--- src/rtl/cycle_sequencer_pkg.sv ---
// Shared definitions for the multicycle-operation sequencer.
//   SEQ_IDLE/SEQ_RUN/SEQ_DONE : state encodings (2'd3 is unused and treated as idle)
//   SEQ_WIDTH_DEF / SEQ_LIMIT_DEF : default counter width and terminal count
//   seq_accept()  : start request qualified by abort (abort always wins)
package cycle_sequencer_pkg;

   localparam int unsigned SEQ_WIDTH_DEF = 5;
   localparam int unsigned SEQ_LIMIT_DEF = 31;

   typedef enum logic [1:0] {
      SEQ_IDLE = 2'd0,
      SEQ_RUN  = 2'd1,
      SEQ_DONE = 2'd2
   } seq_state_e;

   function automatic logic seq_accept(input logic start, input logic abort);
      return start & ~abort;
   endfunction

endpackage

--- src/rtl/cycle_sequencer_if.sv ---
// Handshake bundle between a requester (master) and the sequencer (slave).
//   start, abort, en, limit : requester -> sequencer
//   q, busy, last, done     : sequencer -> requester
import cycle_sequencer_pkg::*;

interface cycle_sequencer_if #(parameter int unsigned WIDTH = SEQ_WIDTH_DEF);
   logic             start;
   logic             abort;
   logic             en;
   logic [WIDTH-1:0] limit;
   logic [WIDTH-1:0] q;
   logic             busy;
   logic             last;
   logic             done;

   modport master (output start, abort, en, limit, input q, busy, last, done);
   modport slave  (input start, abort, en, limit, output q, busy, last, done);
endinterface

--- src/rtl/sync_counter_n.sv ---
// WIDTH-bit synchronous up-counter.
//   clk       : clock
//   clr       : synchronous active-high reset to zero
//   load_zero : synchronous return to zero, overrides en
//   en        : count enable (+1 modulo 2^WIDTH)
//   q         : count value
module sync_counter_n #(
   parameter int unsigned WIDTH = 5
) (
   input  logic             clk,
   input  logic             clr,
   input  logic             load_zero,
   input  logic             en,
   output logic [WIDTH-1:0] q
);

   always_ff @(posedge clk) begin
      if (clr)            q <= '0;
      else if (load_zero) q <= '0;
      else if (en)        q <= q + WIDTH'(1);
   end

endmodule

--- src/rtl/cycle_sequencer.sv ---
// Multicycle-operation sequencer: on an accepted start, steps q through
// 0..limit_r on enabled clocks, flags the final step with last, then pulses done.
//   clk  : clock
//   clr  : synchronous active-high reset, dominates all other inputs
//   bus  : slave side of cycle_sequencer_if (start/abort/en/limit in, q/busy/last/done out)
//
// state    | meaning
// ---------+-----------------------------------------------------------
// SEQ_IDLE | waiting for start; q held at 0
// SEQ_RUN  | operation in progress; q advances on en, busy=1
// SEQ_DONE | single-cycle completion pulse; may restart back-to-back
import cycle_sequencer_pkg::*;

module cycle_sequencer #(
   parameter int unsigned WIDTH         = SEQ_WIDTH_DEF,
   parameter int unsigned DEFAULT_LIMIT = SEQ_LIMIT_DEF
) (
   input  logic               clk,
   input  logic               clr,
   cycle_sequencer_if.slave   bus
);

   seq_state_e       state;
   logic [WIDTH-1:0] limit_r;
   logic             busy_r;
   logic             done_r;
   logic             at_limit;
   logic             in_run;
   logic             cnt_zero;
   logic             cnt_inc;

   assign at_limit = (bus.q == limit_r);
   assign in_run   = (state == SEQ_RUN);

   // Outside RUN the counter is parked at zero, so any accepted start begins at 0.
   assign cnt_zero = ~in_run | bus.abort | (bus.en & at_limit);
   assign cnt_inc  = in_run & bus.en;

   sync_counter_n #(.WIDTH(WIDTH)) u_cnt (
      .clk       (clk),
      .clr       (clr),
      .load_zero (cnt_zero),
      .en        (cnt_inc),
      .q         (bus.q)
   );

   always_ff @(posedge clk) begin
      if (clr) begin
         state   <= SEQ_IDLE;
         limit_r <= WIDTH'(DEFAULT_LIMIT);
         busy_r  <= 1'b0;
         done_r  <= 1'b0;
      end else begin
         case (state)
            SEQ_RUN: begin
               done_r <= 1'b0;
               if (bus.abort) begin
                  state  <= SEQ_IDLE;
                  busy_r <= 1'b0;
               end else if (bus.en && at_limit) begin
                  state  <= SEQ_DONE;
                  busy_r <= 1'b0;
                  done_r <= 1'b1;
               end
            end
            // IDLE, DONE and the unused encoding all accept a new start.
            default: begin
               done_r <= 1'b0;
               if (seq_accept(bus.start, bus.abort)) begin
                  state   <= SEQ_RUN;
                  limit_r <= bus.limit;
                  busy_r  <= 1'b1;
               end else begin
                  state   <= SEQ_IDLE;
                  busy_r  <= 1'b0;
               end
            end
         endcase
      end
   end

   assign bus.busy = busy_r;
   assign bus.done = done_r;
   assign bus.last = busy_r & at_limit;

endmodule

--- src/flat_wrapper.sv ---
// flat-port wrapper written by rule: the top's interface ports become plain ports
module cycle_sequencer_flat 
#(
   parameter int unsigned WIDTH         = SEQ_WIDTH_DEF,
   parameter int unsigned DEFAULT_LIMIT = SEQ_LIMIT_DEF
)
  (clk, clr, bus_start, bus_abort, bus_en, bus_limit, bus_q, bus_busy, bus_last, bus_done);
  cycle_sequencer_if #(.WIDTH(WIDTH)) bus_i ();
  input  logic clk;
  input  logic clr;
  input wire logic [$bits(bus_i.start)-1:0] bus_start;
  input wire logic [$bits(bus_i.abort)-1:0] bus_abort;
  input wire logic [$bits(bus_i.en)-1:0] bus_en;
  input wire logic [$bits(bus_i.limit)-1:0] bus_limit;
  output wire logic [$bits(bus_i.q)-1:0] bus_q;
  output wire logic [$bits(bus_i.busy)-1:0] bus_busy;
  output wire logic [$bits(bus_i.last)-1:0] bus_last;
  output wire logic [$bits(bus_i.done)-1:0] bus_done;
  assign bus_i.start = bus_start;
  assign bus_i.abort = bus_abort;
  assign bus_i.en = bus_en;
  assign bus_i.limit = bus_limit;
  assign bus_q = bus_i.q;
  assign bus_busy = bus_i.busy;
  assign bus_last = bus_i.last;
  assign bus_done = bus_i.done;
  cycle_sequencer #(.WIDTH(WIDTH), .DEFAULT_LIMIT(DEFAULT_LIMIT)) u_core (.clk(clk), .clr(clr), .bus(bus_i));
endmodule
--- config.mk ---
export PLATFORM = sky130hd
export DESIGN_NAME = cycle_sequencer_flat
export DESIGN_NICKNAME = d
export VERILOG_FILES = /design/src/rtl/cycle_sequencer_pkg.sv /design/src/rtl/cycle_sequencer_if.sv /design/src/rtl/sync_counter_n.sv /design/src/rtl/cycle_sequencer.sv /design/src/flat_wrapper.sv
export SDC_FILE = /design/constraint.sdc
export NUM_CORES = 1
export LEC_CHECK = 0
export ABC_AREA = 1
export CAP_MARGIN = 10
export CELL_PAD_IN_SITES_DETAIL_PLACEMENT = 0
export CELL_PAD_IN_SITES_GLOBAL_PLACEMENT = 1
export CORE_MARGIN = 4
export CORE_UTILIZATION = 31
export DETAILED_ROUTE_END_ITERATION = 12
export PLACE_DENSITY = 0.82
export SYNTH_ARGS = -nofsm -noshare
export SYNTH_HDL_FRONTEND = slang
export SYNTH_SLANG_ARGS = --single-unit
--- constraint.sdc ---
create_clock -name clk -period 1.4 [get_ports clk]
set_input_delay 0.28 -clock clk [delete_from_list [all_inputs] [get_ports clk]]
set_output_delay 0.28 -clock clk [all_outputs]
set_load 0.1 [all_outputs]
==> results.sh, run 1 <==
export IMPL_area_growth_pct=81.56
export IMPL_min_path_type="flip-flop to flip-flop"
export IMPL_post_route_drc_count=0
export IMPL_status="finished with violations"
export IMPL_dieArea_um2=2796
export IMPL_cts_root_buf="clkbuf_4"
export IMPL_cts_htree_levels=1
export IMPL_critical_path_top_delay_family="simple AND/OR/NAND/NOR gates"
export IMPL_clkPwrFrac_pct=32.0
export IMPL_cp_max_fo=4
export IMPL_cts_sinks=13
export IMPL_synthArstFlopShare_pct=0
export IMPL_worstSetupPathType="flip-flop to output port"
export IMPL_instances_no_fill=155
export IMPL_synth_most_common_cell="nand2_1"
export IMPL_rsz0062_at_grt="yes"
export IMPL_grt_max_degree=10
export IMPL_gp_congestion=0.7553
export IMPL_start_util_pct=34.30
export IMPL_period_share_pct=116.0
export IMPL_dp_cells=142
export IMPL_max_stage_delay_ps=370
export IMPL_grt_total_usage_pct=13.11
export IMPL_violations="negative setup slack"
export IMPL_maxCapViolations=0
export IMPL_netlist_instances=91
export IMPL_finalPower_mw=0.7299
export IMPL_placed_area_um2=1011
export IMPL_seqPwrFrac_pct=52.5
export IMPL_dp_hpwl_mm=1.189
export IMPL_ios=18
export IMPL_insertion_delay_ps=280
export IMPL_fin_hold_ws_ps=495.1
export IMPL_final_hold_viol_count=0
export IMPL_wire_per_inst_um=9.755
export IMPL_final_layout_size_suffix_gt1_share_pct=39.23
export IMPL_synth_seq_area_share_pct=41.68
export IMPL_synth_avg_cell_area_um2=6.861
export IMPL_fin_nets=142
export IMPL_fmax_mhz=616.0
export IMPL_cts_tree="yes"
export IMPL_gr_total_overflow=0
export IMPL_critPathSlowestCell="dfxtp_4"
export IMPL_clockBufferDepth=2
export IMPL_synth_common_cells="nand2_1 (26), inv_1 (16), dfxtp_1 (13)"
export IMPL_p_sw_share_pct=26.04
export IMPL_rows=15
export IMPL_setup_viol_count_final=1
export IMPL_startpoint_type="flip-flop"
export IMPL_ir_drop_mv=0.4997
export IMPL_synth_edf_count=0
export IMPL_p_leak_nw=0.4994
export IMPL_vias_per_cell=4.329
export IMPL_dp_slack_ps=-58.57
export IMPL_cts_clk_slew_worst_paths_ps=70
export IMPL_switchingPower_mw=0.1901
export IMPL_setup_worst_path_end_class="output port"
export IMPL_p_per_area_nw_per_um2=643.9
export IMPL_ys_types=18
export IMPL_yosys_most_used_dff="dfxtp_1"
export IMPL_synth_top_cells_by_area="dfxtp_1 (42%), nand2_1 (16%), inv_1 (9.6%)"
export IMPL_slew_headroom_pct=72.24
export IMPL_yosys_warnings=0
export IMPL_synth_top_area_share_pct=41.68
export IMPL_crit_top_cell="nand2_1"
export IMPL_diodes=0
export IMPL_grt_pass1_wl_mm=2.566
export IMPL_antenna_found_initial=0
export IMPL_drt_total_wl_mm=1.512
export IMPL_setup_ws_ps=-223.3
export IMPL_fin_crit_ps=1623
export IMPL_drtPass1Iterations=2
export IMPL_skew_ps=4.370
export IMPL_die_h_um=52.88
export IMPL_power_frac_comb_pct=15.5
export IMPL_ant_nets=0
export IMPL_final_area_um2=1134
export IMPL_yosysTopAreaCell="dfxtp_1"
export IMPL_cts_buffers=3
export IMPL_filler_cell_count=162
export IMPL_fp_dieW_um=52.88
export IMPL_portBuffers=17
export IMPL_grt_pass1_vias=657
export IMPL_tns_ps=-223.3
export IMPL_drt_iter0_markers=10
export IMPL_coreArea_um2=1821
export IMPL_slew_violations=0
export IMPL_cp_cell_sequence="inv_2, nand2_1, nand2_1, nor2_2, nand3_2, nor2_4, buf_12"
export IMPL_crit_required_ps=1120
export IMPL_crit_buf_inv=2
export IMPL_worstPathArrival_ps=1340
export IMPL_synth_nets=102
export IMPL_synth_seq_cells=13
export IMPL_power_internal_mw=0.5399
export IMPL_dr_total_vias=671
export IMPL_netlist_area_um2=624.3
export IMPL_utilization_pct=62.27
export IMPL_worst_pin_slew_ps=413.3
-- final cells by class --
cell class | instances | area (µm²) | share of cell area, %
clock buffers | 4 | 26.28 | 2.318
inverters | 18 | 67.56 | 5.960
multi-input cells | 60 | 332.8 | 29.36
flip-flops and latches | 13 | 286.5 | 25.28
well taps | 25 | 31.28 | 2.759
repair buffers | 35 | 389.1 | 34.33
-- path summary, 6_finish.rpt --
path,start,end,cells past startpoint,slack [ps]
setup / recovery,u_core.u_cnt.q[3],bus_last,7,-220
hold / removal,u_core.limit_r[4],u_core.limit_r[4],2,500
setup reg to reg,u_core.u_cnt.q[3],u_core.bus.done,10,70
hold reg to reg,u_core.limit_r[4],u_core.limit_r[4],2,500
-- state kept, by name, indices dropped and copies added, names as in the netlist --
signal,flops
u_core.u_cnt.q,5
u_core.limit_r,5
u_core.state,2
u_core.bus.done,1
-- power groups by stage --
stage | combinational, mW | sequential [mW] | clock (mW)
final | 0.113 | 0.383 | 0.234
after global routing | 0.122 | 0.385 | 0.259
after CTS | 0.116 | 0.382 | 0.241
after detailed placement | 0.106 | 0.390 | 0
after global placement | 0.104 | 0.390 | 0
after floorplan | 0.0413 | 0.399 | 0
-- kinds of logic (layout without fill, tap and decap cells) --
kind of cell               after synthesis  after routing  share of synthesized area (%)
AOI/OAI and AO/OA                        5              5                          5.611
xor gates and xnor gates                 3              3                          4.209
and+or+nand+nor                         51             51                          35.67
DFF                                     13             13                          41.68
adders and majority gates                1              1                          2.004
buffers and inverters                   18             57                          10.82
-- cell usage in the layout, fill, tap and decap left out --
cell	count
nand2_4	1
nand2_1	25
nor2_1	10
dfxtp_2	3
clkbuf_1	1
buf_6	1
clkbuf_4	3
buf_12	8
inv_2	4
nand4_4	1
nand3_2	1
o211ai_1	3
buf_4	17
inv_1	13
ha_1	1
nand4_1	2
xnor2_1	1
dfxtp_1	4
clkinv_1	1
nand3_1	4
nor2_2	2
clkdlybuf4s50_1	9
o21ai_0	1
xor2_1	2
nor2_4	2
dfxtp_4	6
nor3_1	1
o21bai_1	1
nand2_2	2
-- worst min-delay path, cell delays in order, from the launching register on --
cell	delay, ps
dfxtp_1	320
nand2_1	60
nand3_1	60
-- layer usage --
metal | up-vias | GRT usage (%) | part of all wire [%]
met5 | - | 0 | 0
met3 | 5 | 3.380 | 4.4
met2 | 13 | 22.93 | 49
li1 | 359 | - | -
met4 | 0 | 7.660 | 2.4
met1 | 294 | 14.02 | 44
-- timing repair --
action                                  4_1_cts  5_1_grt
hold endpoints to repair                      0        0
setup buffers                                 8        4
hold buffers                                  0        0
endpoints found under the setup margin        1        9
pin swaps                                     6        4
resized for setup                             8        2
No activity file was read; power rests on OpenSTA's default activity.
==> inputs of run 2 (changes only) <==
--- a/config.mk
+++ b/config.mk
@@ -10,9 +10,9 @@
 export CELL_PAD_IN_SITES_DETAIL_PLACEMENT = 0
 export CELL_PAD_IN_SITES_GLOBAL_PLACEMENT = 1
 export CORE_MARGIN = 4
-export CORE_UTILIZATION = 31
+export CORE_UTILIZATION = 33
 export DETAILED_ROUTE_END_ITERATION = 12
-export PLACE_DENSITY = 0.82
+export PLACE_DENSITY = 0.86
 export SYNTH_ARGS = -nofsm -noshare
 export SYNTH_HDL_FRONTEND = slang
 export SYNTH_SLANG_ARGS = --single-unit
==> constraint.sdc (replaced) <==
create_clock -name clk -period 1.9 [get_ports clk]
set_input_delay 0.38 -clock clk [delete_from_list [all_inputs] [get_ports clk]]
set_output_delay 0.38 -clock clk [all_outputs]
set_load 0.1 [all_outputs]
==> run 2 against run 1 <==
  * The run now ends clean
  * Design area down 16%
  * Utilization down 8.6 points
  * Flip-flop and latch count unchanged
  * Global-route usage down 0.99 points
  * Critical endpoint unchanged
==> results.sh, run 2 (synthesis gave the netlist of run 1 again) <==
export IMPL_post_route_drc_count=0
export IMPL_dr_total_vias=599
export IMPL_setup_worst_path_end_class="output port"
export IMPL_cp_max_fo=7
export IMPL_r2r_end="u_core.u_cnt.q[4]"
export IMPL_status="complete, no violations"
export IMPL_gp_congestion=0.7618
export IMPL_cts_htree_levels=1
export IMPL_dp_hpwl_mm=1.107
export IMPL_fin_crit_ps=1827
export IMPL_insertion_delay_ps=280
export IMPL_ant_nets=0
export IMPL_grt_total_usage_pct=12.12
export IMPL_use_met1_pct=14.31
export IMPL_crit_required_ps=1520
export IMPL_critPathSlowestCell="dfxtp_4"
export IMPL_instances_no_fill=137
export IMPL_ios=18
export IMPL_grtUsageMet2_pct=18.43
export IMPL_cts_clk_slew_worst_paths_ps=80
export IMPL_gr_total_overflow=0
export IMPL_startpoint_type="flip-flop"
export IMPL_cts_buffers=3
export IMPL_cts_root_buf="clkbuf_4"
export IMPL_dp_cells=133
export IMPL_drt_iter0_markers=7
export IMPL_maxCapViolations=0
export IMPL_fin_nets=124
export IMPL_dieArea_um2=2652
export IMPL_start_util_pct=35.39
export IMPL_diodes=0
export IMPL_grt_max_degree=10
export IMPL_min_from="u_core.limit_r[4]"
export IMPL_skew_ps=1.659
export IMPL_reg_top3="u_core.limit_r: 5 flops, u_core.u_cnt.q: 5 flops, u_core.state: 2 flops"
export IMPL_min_path_type="flip-flop to flip-flop"
export IMPL_rr_worst_depth=7
export IMPL_cp_cell_sequence="nand2_1, inv_1, nor2_1, nor2_2, nand3_2, nor2_4, buf_12"
export IMPL_vias_per_cell=4.372
export IMPL_coreArea_um2=1764
export IMPL_layout_common_cells="nand2_1 (26), inv_1 (16), nor2_1 (10)"
export IMPL_r2r_start="u_core.u_cnt.q[0]"
export IMPL_ir_drop_mv=0.3511
export IMPL_wire_per_inst_um=10.26
export IMPL_final_common_cell="nand2_1"
export IMPL_die_h_um=51.50
export IMPL_tns_ps=0
export IMPL_max_stage_delay_ps=410
export IMPL_grt_busiest_layer="met2"
export IMPL_area_growth_pct=51.70
export IMPL_fmax_mhz=547.3
export IMPL_rows=15
export IMPL_drtPass1Iterations=3
export IMPL_p_leak_nw=0.4015
export IMPL_cts_tree="yes"
export IMPL_final_layout_size_suffix_gt1_share_pct=23.21
export IMPL_clockBufferDepth=2
export IMPL_drt_total_wl_mm=1.406
export IMPL_slew_headroom_pct=77.08
export IMPL_holdPathStages=2
export IMPL_grt_pass1_wl_mm=2.290
export IMPL_cts_sinks=13
export IMPL_worstSetupPathType="flip-flop to output port"
export IMPL_slew_violations=0
export IMPL_setup_viol_count_final=0
export IMPL_hold_end="u_core.limit_r[4]"
export IMPL_worstPathArrival_ps=1450
export IMPL_ff2ff_setup_slack_ps=720
export IMPL_hold_buffers=0
export IMPL_portBuffers=17
export IMPL_fp_dieW_um=51.50
export IMPL_final_hold_viol_count=0
export IMPL_period_share_pct=96.17
export IMPL_p_per_area_nw_per_um2=553.2
export IMPL_grt_pass1_vias=543
export IMPL_worst_pin_slew_ps=341.2
export IMPL_use_met3_pct=3.438
export IMPL_antenna_found_initial=0
[run 2: cell types whose count changed in the layout (fill, tap and decap cells not counted)]
| cell | before | now |
|---|---|---|
| buf_4 | 17 | 2 |
| dfxtp_4 | 6 | 5 |
| dfxtp_1 | 4 | 7 |
| nand2_1 | 25 | 26 |
| buf_12 | 8 | 6 |
| dfxtp_2 | 3 | 1 |
| inv_2 | 4 | 1 |
| nand2_4 | 1 | 0 |
| inv_1 | 13 | 16 |
| nand4_2 | 0 | 1 |
| nand4_4 | 1 | 0 |
| buf_6 | 1 | 0 |
[run 2: cell type report]
type | instances | area (µm²)
Tap cell | 25 | 31.28
Sequential cell | 13 | 280.3
Multi-Input combinational cell | 60 | 316.6
Fill cell | 205 | 817.0
Timing Repair Buffer | 17 | 225.2
Inverter | 18 | 67.56
Clock buffer | 4 | 26.28
[run 2: timing repair]
action	CTS	global route
endpoints found under the setup margin	0	1
gates resized for setup	0	3
setup buffers	0	0
[run 2: worst max-delay path: cells and delay by family (launching register included)]
family,cells,cell delay (ps)
and+or+nand+nor,5,520
DFF,1,410
buffers and inverters,2,230
[run 2: metal layers]
layer | up-vias | share of wire (%)
met5 | - | 0
met4 | 0 | 2.8
met3 | 5 | 4.4
met2 | 12 | 49
met1 | 264 | 43
li1 | 318 | -
[run 2: stage by stage]
stage / utilization [%] / hold WS (ps) / setup WS (ps) / instance area [µm²] / power, mW
floorplan: - / 462.8 / 21.93 / 651.9 / 0.3245
global placement: 51.49 / 484.9 / 343.8 / 908.4 / 0.3524
CTS: 52.98 / 502.8 / 42.51 / 934.6 / 0.5299
detailed placement: 51.49 / 483.2 / 284.5 / 908.4 / 0.3531
global route: 53.69 / 525.3 / -5.075 / 947.2 / 0.5529
finish: 53.69 / 499.8 / 72.84 / 947.2 / 0.5240
[run 2: worst max-delay path by stage]
| stage | start | depth (start not counted) | end | slack (ps) |
|---|---|---|---|---|
| final | u_core.u_cnt.q[0] | 7 | bus_last | 70 |
| after global routing | u_core.u_cnt.q[0] | 7 | bus_last | -5 |
| after CTS | u_core.u_cnt.q[1] | 7 | bus_last | 40 |
| after detailed placement | bus_en | 7 | u_core.u_cnt.q[4] | 280 |
| after global placement | bus_en | 7 | u_core.u_cnt.q[4] | 340 |
| after floorplan | u_core.u_cnt.q[1] | 6 | bus_last | 20 |
[run 2: report_power, final]
group,switching (mW),total [mW],internal [mW]
Sequential,0.00613,0.280,0.274
Combinational,0.0376,0.0681,0.0304
Clock,0.0939,0.175,0.0816
==> inputs of run 3 (changes only) <==
--- a/config.mk
+++ b/config.mk
@@ -9,7 +9,7 @@
 export CAP_MARGIN = 10
 export CELL_PAD_IN_SITES_DETAIL_PLACEMENT = 0
 export CELL_PAD_IN_SITES_GLOBAL_PLACEMENT = 1
-export CORE_MARGIN = 4
+export CORE_MARGIN = 1
 export CORE_UTILIZATION = 33
 export DETAILED_ROUTE_END_ITERATION = 12
 export PLACE_DENSITY = 0.86
==> run 3 against run 2 <==
  * Cell count grew 1.5%
  * Flip-flop and latch count stayed put
  * Largest cell class unchanged
  * Combinational power is essentially flat
  * Critical endpoint unchanged
==> results.sh, run 3 (synthesis gave the netlist of run 1 again) <==
export IMPL_status="complete, no violations"
export IMPL_p_leak_nw=0.4098
export IMPL_hold_buffers=0
export IMPL_post_route_drc_count=0
export IMPL_fmax_mhz=555.4
export IMPL_die_h_um=45.50
export IMPL_cts_htree_levels=1
export IMPL_gr_total_overflow=0
export IMPL_start_util_pct=35.77
export IMPL_worst_pin_slew_ps=355.0
export IMPL_maxCapViolations=0
export IMPL_period_share_pct=94.76
export IMPL_ios=18
export IMPL_insertion_delay_ps=280
export IMPL_cts_clk_slew_worst_paths_ps=80
export IMPL_ff_latch_area_um2=280.3
export IMPL_gp_congestion=0.6938
export IMPL_cts_buffers=3
export IMPL_grt_pass1_wl_mm=2.056
export IMPL_worstSetupPathType="flip-flop to output port"
export IMPL_layout_common_cells="nand2_1 (26), inv_1 (16), nor2_1 (10)"
export IMPL_placed_area_um2=895.9
export IMPL_p_per_area_nw_per_um2=557.4
export IMPL_dp_hpwl_mm=1.013
export IMPL_fin_nets=126
export IMPL_dieArea_um2=2070
export IMPL_holdPathStages=2
export IMPL_ir_drop_mv=0.3190
export IMPL_filler_cell_count=175
export IMPL_diodes=0
export IMPL_clockBufferDepth=2
export IMPL_critPathSlowestCell="dfxtp_4"
export IMPL_cp_depth=7
export IMPL_drt_iter0_markers=12
export IMPL_min_path_type="flip-flop to flip-flop"
export IMPL_critical_path_top_delay_family="simple AND/OR/NAND/NOR gates"
export IMPL_reg_top3="u_core.limit_r: 5 flops, u_core.u_cnt.q: 5 flops, u_core.state: 2 flops"
export IMPL_rsz0062_at_grt="no"
export IMPL_setup_viol_count_final=0
export IMPL_crit_required_ps=1520
export IMPL_setup_worst_path_end_class="output port"
export IMPL_grt_max_degree=10
export IMPL_worstPathArrival_ps=1420
export IMPL_rows=15
export IMPL_fp_dieW_um=45.50
export IMPL_final_common_cell="nand2_1"
export IMPL_setup_ws_ps=99.55
export IMPL_cp_max_fo=5
export IMPL_grt_pass1_vias=508
export IMPL_portBuffers=17
export IMPL_dp_slack_ps=307.6
export IMPL_area_growth_pct=52.10
export IMPL_startpoint_type="flip-flop"
export IMPL_final_hold_viol_count=0
export IMPL_dr_total_vias=609
export IMPL_cts_root_buf="clkbuf_4"
export IMPL_wire_per_inst_um=9.518
export IMPL_crit_buf_inv=2
export IMPL_multi_input_area_um2=316.6
export IMPL_final_area_um2=949.7
export IMPL_drtPass1Iterations=4
export IMPL_cp_cell_sequence="inv_1, nand2_1, nand2_1, nor2_4, nand3_2, nor2_4, buf_12"
export IMPL_cts_sinks=13
export IMPL_tns_ps=0
export IMPL_cts_tree="yes"
export IMPL_slew_violations=0
export IMPL_grt_total_usage_pct=14.70
export IMPL_slew_headroom_pct=76.15
export IMPL_vias_per_cell=4.381
export IMPL_rr_worst_depth=7
export IMPL_skew_ps=0.7677
export IMPL_final_layout_size_suffix_gt1_share_pct=24.56
export IMPL_fin_crit_ps=1800
export IMPL_coreArea_um2=1745
export IMPL_ant_nets=0
export IMPL_max_stage_delay_ps=370
export IMPL_drt_total_wl_mm=1.323
export IMPL_antenna_found_initial=0
-- run 3: worst min-delay path, cell delays in order (launching register included) --
cell and delay (ps):
dfxtp_1 330, nand2_1 70, nand3_1 60
-- run 3: repair_timing --
item,in CTS,in global routing
resized for setup,0,3
buffers inserted,0,2
endpoints found under the setup margin,0,1
-- run 3: path summary, 6_finish.rpt --
path	startpoint	end	slack, ps
max reg2reg	u_core.u_cnt.q[0]	u_core.u_cnt.q[4]	740
min	u_core.limit_r[4]	u_core.limit_r[4]	500
max	u_core.u_cnt.q[2]	bus_last	100
min reg2reg	u_core.limit_r[4]	u_core.limit_r[4]	500
-- run 3: layer usage --
| layer | GRT usage [%] | wire length [µm] |
|---|---|---|
| met1 | 18.51 | 613 |
| met2 | 20.57 | 600 |
| met3 | 3.968 | 63 |
| met4 | 12.12 | 46 |
| met5 | 0 | 0 |
-- run 3: where the power goes --
group / switching [mW] / internal (mW) / total, mW
logic: 0.0375 / 0.0305 / 0.0680
clock network: 0.0993 / 0.0816 / 0.181
registers: 0.00605 / 0.274 / 0.280
total: 0.143 / 0.386 / 0.529
-- run 3: stage by stage --
step,power [mW],util (%),hold slack [ps],std cells
floorplan,0.3245,-,462.8,91
global placement,0.3520,51.33,487.9,133
detailed placement,0.3531,51.33,486.2,133
CTS,0.5312,52.83,506.2,137
global route,0.5508,54.41,525.1,139
finish,0.5293,54.41,503.7,139
-- run 3: area by class of cell --
| class | count | area share, % |
|---|---|---|
| Multi-Input combinational cell | 60 | 33.33 |
| Sequential cell | 13 | 29.51 |
| Tap cell | 25 | 3.294 |
| Inverter | 18 | 7.115 |
| Timing Repair Buffer | 19 | 23.98 |
| Clock buffer | 4 | 2.767 |
